### config.mk
export PLATFORM = sky130hd
export DESIGN_NAME = alu_operand_stage_flat
export DESIGN_NICKNAME = d
export VERILOG_FILES = /design/src/rtl/alu_operand_stage_if.sv /design/src/rtl/alu_operand_stage.sv /design/src/flat_wrapper.sv
export SDC_FILE = /design/constraint.sdc
export NUM_CORES = 1
export LEC_CHECK = 0
export BUFFER_PORTS_ARGS = -buffer_cell sky130_fd_sc_hd__buf_4
export CAP_MARGIN = 40
export CORE_UTILIZATION = 43
export CTS_CLUSTER_SIZE = 28
export DETAILED_ROUTE_END_ITERATION = 10
export PLACE_DENSITY = 0.88
export SLEW_MARGIN = 30
export SYNTH_ARGS = -nofsm -noshare
export SYNTH_HDL_FRONTEND = slang
export SYNTH_SLANG_ARGS = --single-unit
### constraint.sdc
create_clock -name clk -period 0.95 [get_ports clk]
set_input_delay 0.0475 -clock clk [delete_from_list [all_inputs] [get_ports clk]]
set_output_delay 0.0475 -clock clk [all_outputs]
set_load 0.02 [all_outputs]
### src/rtl/alu_operand_stage_if.sv
// ALU operand stage: shared op encodings and the stage bus.
// Ports: decoded instruction, forwarding buses, registered operands out.
package alu_operand_pkg;
  localparam logic [3:0] ALU_ADDU = 4'd0;
  localparam logic [3:0] ALU_SUBU = 4'd1;
  localparam logic [3:0] ALU_AND  = 4'd2;
  localparam logic [3:0] ALU_OR   = 4'd3;
  localparam logic [3:0] ALU_XOR  = 4'd4;
  localparam logic [3:0] ALU_NOR  = 4'd5;
  localparam logic [3:0] ALU_SLT  = 4'd6;
  localparam logic [3:0] ALU_SLTU = 4'd7;
  localparam logic [3:0] ALU_SLL  = 4'd8;
  localparam logic [3:0] ALU_SRL  = 4'd9;
  localparam logic [3:0] ALU_SRA  = 4'd10;
  localparam logic [3:0] ALU_LUI  = 4'd11;
  localparam logic [3:0] ALU_ADD  = 4'd12;
  localparam logic [3:0] ALU_SUB  = 4'd13;
endpackage

interface alu_operand_stage_if;
  logic        in_valid;
  logic        stall;
  logic        flush;
  logic [3:0]  alu_op_in;
  logic [4:0]  rs_addr;
  logic [4:0]  rt_addr;
  logic [31:0] rs_data;
  logic [31:0] rt_data;
  logic [15:0] imm16;
  logic [4:0]  shamt;
  logic        use_imm;
  logic        imm_sext;
  logic        shift_var;
  logic [4:0]  rd_addr_in;
  logic        reg_write_in;
  logic        ex_fwd_valid;
  logic [4:0]  ex_fwd_addr;
  logic [31:0] ex_fwd_data;
  logic        ex_fwd_is_load;
  logic        wb_fwd_valid;
  logic [4:0]  wb_fwd_addr;
  logic [31:0] wb_fwd_data;
  logic [31:0] A;
  logic [31:0] B;
  logic [3:0]  ALUop;
  logic        out_valid;
  logic [4:0]  rd_addr_out;
  logic        reg_write_out;
  logic        stall_req;

  modport slave (
    input  in_valid, stall, flush, alu_op_in,
    input  rs_addr, rt_addr, rs_data, rt_data,
    input  imm16, shamt, use_imm, imm_sext,
    input  shift_var, rd_addr_in, reg_write_in,
    input  ex_fwd_valid, ex_fwd_addr,
    input  ex_fwd_data, ex_fwd_is_load,
    input  wb_fwd_valid, wb_fwd_addr, wb_fwd_data,
    output A, B, ALUop, out_valid,
    output rd_addr_out, reg_write_out, stall_req
  );

  modport master (
    output in_valid, stall, flush, alu_op_in,
    output rs_addr, rt_addr, rs_data, rt_data,
    output imm16, shamt, use_imm, imm_sext,
    output shift_var, rd_addr_in, reg_write_in,
    output ex_fwd_valid, ex_fwd_addr,
    output ex_fwd_data, ex_fwd_is_load,
    output wb_fwd_valid, wb_fwd_addr, wb_fwd_data,
    input  A, B, ALUop, out_valid,
    input  rd_addr_out, reg_write_out, stall_req
  );
endinterface

### src/rtl/alu_operand_stage.sv
// ALU operand stage: forwards rs/rt, selects A/B, detects load-use.
// Ports: clk, rst_n, bus (slave) carrying instruction, fwd and outputs.
module alu_operand_stage
  import alu_operand_pkg::*;
(
  input logic clk,
  input logic rst_n,
  alu_operand_stage_if.slave bus
);

  logic [31:0] rs_fwd;
  logic [31:0] rt_fwd;
  logic [31:0] imm_ext;
  logic [31:0] a_nxt;
  logic [31:0] b_nxt;
  logic        is_shift;
  logic        is_lui;
  logic        rs_used;
  logic        rt_used;
  logic        ld_hit;

  logic [31:0] a_q;
  logic [31:0] b_q;
  logic [3:0]  op_q;
  logic [4:0]  rd_q;
  logic        v_q;
  logic        rw_q;

  // EX result is younger than WB, so it wins; r0 is never forwarded.
  function automatic logic [31:0] fwd(
    input logic [4:0]  ad,
    input logic [31:0] rf
  );
    logic [31:0] r;
    r = rf;
    if (ad != 5'd0) begin
      if (bus.ex_fwd_valid && bus.ex_fwd_addr == ad)
        r = bus.ex_fwd_data;
      else if (bus.wb_fwd_valid && bus.wb_fwd_addr == ad)
        r = bus.wb_fwd_data;
    end
    return r;
  endfunction

  always_comb begin
    rs_fwd = fwd(bus.rs_addr, bus.rs_data);
    rt_fwd = fwd(bus.rt_addr, bus.rt_data);
  end

  always_comb begin
    is_lui   = bus.alu_op_in == ALU_LUI;
    is_shift = bus.alu_op_in == ALU_SLL
            || bus.alu_op_in == ALU_SRL
            || bus.alu_op_in == ALU_SRA;
    imm_ext  = {{16{bus.imm_sext & bus.imm16[15]}}, bus.imm16};
    a_nxt    = rs_fwd;
    b_nxt    = bus.use_imm ? imm_ext : rt_fwd;
    unique case (1'b1)
      is_lui: begin
        a_nxt = {16'd0, bus.imm16};
        b_nxt = 32'd16;
      end
      is_shift: begin
        a_nxt = rt_fwd;
        b_nxt = {27'd0, bus.shift_var
                        ? rs_fwd[4:0] : bus.shamt};
      end
      default: ;
    endcase
  end

  // Which sources the instruction actually reads.
  always_comb begin
    rs_used = !is_lui && (!is_shift || bus.shift_var);
    rt_used = is_shift || (!is_lui && !bus.use_imm);
    ld_hit  = bus.in_valid && bus.ex_fwd_valid
           && bus.ex_fwd_is_load
           && bus.ex_fwd_addr != 5'd0;
  end

  assign bus.stall_req = ld_hit
    && ((rs_used && bus.ex_fwd_addr == bus.rs_addr)
     || (rt_used && bus.ex_fwd_addr == bus.rt_addr));

  always_ff @(posedge clk or negedge rst_n) begin
    if (!rst_n) begin
      a_q  <= 32'd0;
      b_q  <= 32'd0;
      op_q <= ALU_ADDU;
      rd_q <= 5'd0;
      v_q  <= 1'b0;
      rw_q <= 1'b0;
    end else if (bus.flush) begin
      v_q  <= 1'b0;
      rw_q <= 1'b0;
    end else if (bus.stall) begin
      v_q  <= v_q;
    end else if (bus.stall_req) begin
      v_q  <= 1'b0;
      rw_q <= 1'b0;
    end else begin
      a_q  <= a_nxt;
      b_q  <= b_nxt;
      op_q <= bus.alu_op_in;
      rd_q <= bus.rd_addr_in;
      v_q  <= bus.in_valid;
      rw_q <= bus.in_valid & bus.reg_write_in;
    end
  end

  assign bus.A             = a_q;
  assign bus.B             = b_q;
  assign bus.ALUop         = op_q;
  assign bus.rd_addr_out   = rd_q;
  assign bus.out_valid     = v_q;
  assign bus.reg_write_out = rw_q;

endmodule

### src/flat_wrapper.sv
// flat-port wrapper written by rule: the top's interface ports become plain ports
module alu_operand_stage_flat import alu_operand_pkg::*;
  (clk, rst_n, bus_in_valid, bus_stall, bus_flush, bus_alu_op_in, bus_rs_addr, bus_rt_addr, bus_rs_data, bus_rt_data, bus_imm16, bus_shamt, bus_use_imm, bus_imm_sext, bus_shift_var, bus_rd_addr_in, bus_reg_write_in, bus_ex_fwd_valid, bus_ex_fwd_addr, bus_ex_fwd_data, bus_ex_fwd_is_load, bus_wb_fwd_valid, bus_wb_fwd_addr, bus_wb_fwd_data, bus_A, bus_B, bus_ALUop, bus_out_valid, bus_rd_addr_out, bus_reg_write_out, bus_stall_req);
  alu_operand_stage_if bus_i ();
  input logic clk;
  input logic rst_n;
  input wire logic [$bits(bus_i.in_valid)-1:0] bus_in_valid;
  input wire logic [$bits(bus_i.stall)-1:0] bus_stall;
  input wire logic [$bits(bus_i.flush)-1:0] bus_flush;
  input wire logic [$bits(bus_i.alu_op_in)-1:0] bus_alu_op_in;
  input wire logic [$bits(bus_i.rs_addr)-1:0] bus_rs_addr;
  input wire logic [$bits(bus_i.rt_addr)-1:0] bus_rt_addr;
  input wire logic [$bits(bus_i.rs_data)-1:0] bus_rs_data;
  input wire logic [$bits(bus_i.rt_data)-1:0] bus_rt_data;
  input wire logic [$bits(bus_i.imm16)-1:0] bus_imm16;
  input wire logic [$bits(bus_i.shamt)-1:0] bus_shamt;
  input wire logic [$bits(bus_i.use_imm)-1:0] bus_use_imm;
  input wire logic [$bits(bus_i.imm_sext)-1:0] bus_imm_sext;
  input wire logic [$bits(bus_i.shift_var)-1:0] bus_shift_var;
  input wire logic [$bits(bus_i.rd_addr_in)-1:0] bus_rd_addr_in;
  input wire logic [$bits(bus_i.reg_write_in)-1:0] bus_reg_write_in;
  input wire logic [$bits(bus_i.ex_fwd_valid)-1:0] bus_ex_fwd_valid;
  input wire logic [$bits(bus_i.ex_fwd_addr)-1:0] bus_ex_fwd_addr;
  input wire logic [$bits(bus_i.ex_fwd_data)-1:0] bus_ex_fwd_data;
  input wire logic [$bits(bus_i.ex_fwd_is_load)-1:0] bus_ex_fwd_is_load;
  input wire logic [$bits(bus_i.wb_fwd_valid)-1:0] bus_wb_fwd_valid;
  input wire logic [$bits(bus_i.wb_fwd_addr)-1:0] bus_wb_fwd_addr;
  input wire logic [$bits(bus_i.wb_fwd_data)-1:0] bus_wb_fwd_data;
  output wire logic [$bits(bus_i.A)-1:0] bus_A;
  output wire logic [$bits(bus_i.B)-1:0] bus_B;
  output wire logic [$bits(bus_i.ALUop)-1:0] bus_ALUop;
  output wire logic [$bits(bus_i.out_valid)-1:0] bus_out_valid;
  output wire logic [$bits(bus_i.rd_addr_out)-1:0] bus_rd_addr_out;
  output wire logic [$bits(bus_i.reg_write_out)-1:0] bus_reg_write_out;
  output wire logic [$bits(bus_i.stall_req)-1:0] bus_stall_req;
  assign bus_i.in_valid = bus_in_valid;
  assign bus_i.stall = bus_stall;
  assign bus_i.flush = bus_flush;
  assign bus_i.alu_op_in = bus_alu_op_in;
  assign bus_i.rs_addr = bus_rs_addr;
  assign bus_i.rt_addr = bus_rt_addr;
  assign bus_i.rs_data = bus_rs_data;
  assign bus_i.rt_data = bus_rt_data;
  assign bus_i.imm16 = bus_imm16;
  assign bus_i.shamt = bus_shamt;
  assign bus_i.use_imm = bus_use_imm;
  assign bus_i.imm_sext = bus_imm_sext;
  assign bus_i.shift_var = bus_shift_var;
  assign bus_i.rd_addr_in = bus_rd_addr_in;
  assign bus_i.reg_write_in = bus_reg_write_in;
  assign bus_i.ex_fwd_valid = bus_ex_fwd_valid;
  assign bus_i.ex_fwd_addr = bus_ex_fwd_addr;
  assign bus_i.ex_fwd_data = bus_ex_fwd_data;
  assign bus_i.ex_fwd_is_load = bus_ex_fwd_is_load;
  assign bus_i.wb_fwd_valid = bus_wb_fwd_valid;
  assign bus_i.wb_fwd_addr = bus_wb_fwd_addr;
  assign bus_i.wb_fwd_data = bus_wb_fwd_data;
  assign bus_A = bus_i.A;
  assign bus_B = bus_i.B;
  assign bus_ALUop = bus_i.ALUop;
  assign bus_out_valid = bus_i.out_valid;
  assign bus_rd_addr_out = bus_i.rd_addr_out;
  assign bus_reg_write_out = bus_i.reg_write_out;
  assign bus_stall_req = bus_i.stall_req;
  alu_operand_stage u_core (.clk(clk), .rst_n(rst_n), .bus(bus_i));
endmodule
==> run metrics <==
Syn Std Cell Area 5763 um2; Post-synth top flop dfrtp_1; Seq/Total Area, Yosys 32.57%; CP arrival 2300 ps; power per cell area 1259 nW/um2; Post-synth EDFFs 0; initial core utilization 44.94%; Vias 8872; Total GRT Usage 38.04%; ratio of cells with drive above 1 in the final layout 50.44%; DRC viols 0; CTS buffer count 9; Worst R2R Setup Slack -30 ps; DIE HEIGHT 117.8 um; nets@finish 1311; PnR worst setup slack -1140 ps; TritonCTS clock tree yes; htree depth 3; Routability Congestion 0.9464; cell taking the most area after synthesis dfrtp_1; CP Capture Type flip-flop; Reg power frac 30.1%; Overflow after GRT 0; dominant cells by area after synthesis dfrtp_1 (33%), a31oi_1 (6.8%), nand2_1 (4.7%); Final HPWL DP 19310 um; Hold Path End u_core.bus.A[14]; Worst EP required 1160 ps; hold_ws -0.8719 ps; Routed WL 31840 um; Initial DRT Pass Iterations 9; Pleak 0.004850 uW; type of the most critical hold path in -> reg; #FFs+latches synth 75; failing checks negative hold slack, negative setup slack; Final Critical Period 2090 ps; syn nets 897; Wirelength per Cell 24.53 um; first-pass GRT wire length 41520 um; initial antenna violation count 0; Layout area overhead 86.65%; Die X-Extent 117.8 um; largest net degree at the start of global routing 76; 1st-iter DRT viols 1408; synth warn 0; Via density 6.835; final period utilization 220.0%; Comb power frac 43.0%; final setup vio count 84; RR Startpoint u_core.bus.B[6]; Max clock buf depth 2; setup TNS -53660 ps; area share of the largest cell type after synthesis 32.57%; Root Driver clkbuf_16; Synth async-reset ratio 100.0%; Worst-Margin Slew 781.6 ps; CTS sink cnt 75; RR Endpoint u_core.bus.B[6]; status finished, violations left; f_max 0.4785 GHz; fin util 83.87%; CP Launch Type primary input; final hold vios 1; die area 13870 um2; count of cell types in the netlist 52; Crit Path Class in -> reg; hold wc startpoint bus_imm16[14]; peak supply drop 0.7585 mV; Net Sw Power 4781 uW; Skew-Pair Late Insertion Delay 340 ps; # IOs 266; unrepaired setup endpoints after global routing yes; crit-path max FO 9; Mean Syn Cell Area 8.151 um2; Gate Count Post-Synth 707; post-route ant nets 0; Hold Crit Depth 3; vias in the first global route 7808; IO Port Bufs 265; Placement Rows 41; switching share of power 35.31%; reg2reg path depth 1; skew final 0 ps; pre-CTS setup slack -1126 ps; Worst-path clk slew 80 ps; Clock power frac 27.0%; core area 12820 um2; Final Max Tran Viols 0; MaxCap Viol Count 0; antenna cells 0; relative slew slack 47.79%; Internal Power 8759 uW
==> layout make-up <==
cell class	instances	area, um2
Tap cell	172	215.2
Timing Repair Buffer	474	4202
Inverter	15	56.30
Sequential cell	75	1877
Fill cell	719	2068
Clock buffer	11	242.7
Multi-Input combinational cell	546	4104
Clock inverter	5	60.06
==> worst max-delay path, stage by stage <==
cell and delay, ps:
buf_4 120, xnor2_1 210, nand4_1 150, buf_4 210
buf_4 190, a2111oi_2 740, o21a_1 230, o31ai_1 90
a22o_1 300
==> what timing repair did <==
item / in CTS / in global routing
resized for setup: 85 / 112
hold buffers: 10 / 0
hold endpoints to repair: 85 / 0
endpoints found under the setup margin: 97 / 139
pin swaps: 19 / 21
cloned: 2 / 5
setup buffers: 20 / 46
==> Yosys cell counts, drive strengths merged (2+ instances only) <==
library cell,n
dfrtp,75
nand2,72
a31oi,63
a21oi,53
clkbuf,52
nor2,48
or3,37
a211o,30
o31ai,30
a22o,29
o22ai,20
buf,19
xnor2,19
mux2i,18
inv,15
nor3,14
nand3,13
a32o,9
o221ai,8
a2111o,7
a2111oi,6
o21ai,6
a211oi,5
and2,5
and3,5
o2111ai,5
o31a,5
o211ai,4
o21a,4
a311oi,3
nand2b,3
a21o,2
a22oi,2
a311o,2
a32oi,2
and4,2
nand4,2
nor2b,2
o32a,2
==> metal layers <==
| metal | track usage (%) | wire (um) | up-vias |
|---|---|---|---|
| met5 | 0 | 0 | - |
| met3 | 7.897 | 3997 | 255 |
| met1 | 49.28 | 11280 | 4076 |
| li1 | - | - | 3585 |
| met2 | 59.15 | 14330 | 956 |
| met4 | 20.75 | 2238 | 0 |
==> worst max-delay path by stage <==
stage                  endpoint  cells past startpoint               start
4_1_cts        u_core.bus.B[20]                     10  bus_ex_fwd_addr[4]
3_3_place_gp    u_core.bus.B[3]                      9      bus_rt_addr[1]
5_1_grt         u_core.bus.B[6]                      9  bus_wb_fwd_addr[3]
6_report        u_core.bus.B[6]                      9  bus_wb_fwd_addr[3]
3_5_place_dp    u_core.bus.B[2]                      9      bus_rt_addr[1]
2_1_floorplan  u_core.bus.B[21]                      7  bus_ex_fwd_addr[1]
==> logic make-up (layout without fill, tap and decap cells) <==
kind of cell              Yosys count  in the layout  synth area share, %
buffers and inverters              86            505                6.057
AOI/OAI and AO/OA                 302            302                38.39
muxes                              19             19                3.322
xor gates and xnor gates           20             20                3.040
and+or+nand+nor                   205            205                16.63
DFF                                75             75                32.57
==> flip-flops by register name, summed over array words and instances (netlist names) <==
| register | cells |
|---|---|
| u_core.bus.ALUop | 4 |
| u_core.bus.out_valid | 1 |
| u_core.bus.rd_addr_out | 5 |
| u_core.bus.A | 32 |
| u_core.bus.B | 32 |
| u_core.bus.reg_write_out | 1 |
==> power by group through the flow <==
stage                     sequential [uW]  combinational (uW)  clock, uW
after floorplan                      4580                1390          0
after global placement               4040                4270          0
after detailed placement             4050                4380          0
after CTS                            4020                4800       3590
after global routing                 4100                6030       3780
final                                4070                5820       3650
==> placed cells by master, fill, tap and decap left out, types with 4 or more instances in the layout <==
| cell type | n |
|---|---|
| and2_1 | 4 |
| a211o_1 | 30 |
| nor3_1 | 13 |
| nand2_1 | 62 |
| xnor2_4 | 5 |
| nor2_2 | 11 |
| o21ai_0 | 5 |
| nand3_1 | 10 |
| a211oi_1 | 5 |
| xnor2_1 | 7 |
| nor2_4 | 5 |
| a32o_1 | 9 |
| a21oi_2 | 15 |
| nand2_2 | 8 |
| a21oi_1 | 36 |
| a22o_1 | 29 |
| buf_12 | 18 |
| o2111ai_1 | 5 |
| buf_8 | 5 |
| xnor2_2 | 7 |
| o21a_1 | 4 |
| o31a_1 | 5 |
| nor2_1 | 32 |
| buf_4 | 361 |
| dfrtp_1 | 75 |
| o221ai_1 | 7 |
| o31ai_1 | 28 |
| inv_1 | 15 |
| o22ai_1 | 17 |
| clkbuf_16 | 13 |
| a2111o_1 | 7 |
| or3_1 | 37 |
| buf_6 | 76 |
| dlygate4sd3_1 | 10 |
| a31oi_1 | 58 |
| mux2i_1 | 17 |
==> metrics by stage <==
| stage | instance area, um2 | total power, uW | hold slack, ps | cells |
|---|---|---|---|---|
| 2_1_floorplan | 5818 | 5969 | -248.1 | 707 |
| 3_3_place_gp | 8890 | 8310 | 95.25 | 1205 |
| 3_5_place_dp | 8890 | 8421 | 99.96 | 1205 |
| 4_1_cts | 9833 | 12410 | 0.3402 | 1252 |
| 5_1_grt | 10760 | 13920 | 17.60 | 1298 |
| 6_report | 10760 | 13540 | -0.8719 | 1298 |
Note: power is estimated with default switching activity, not from simulation.
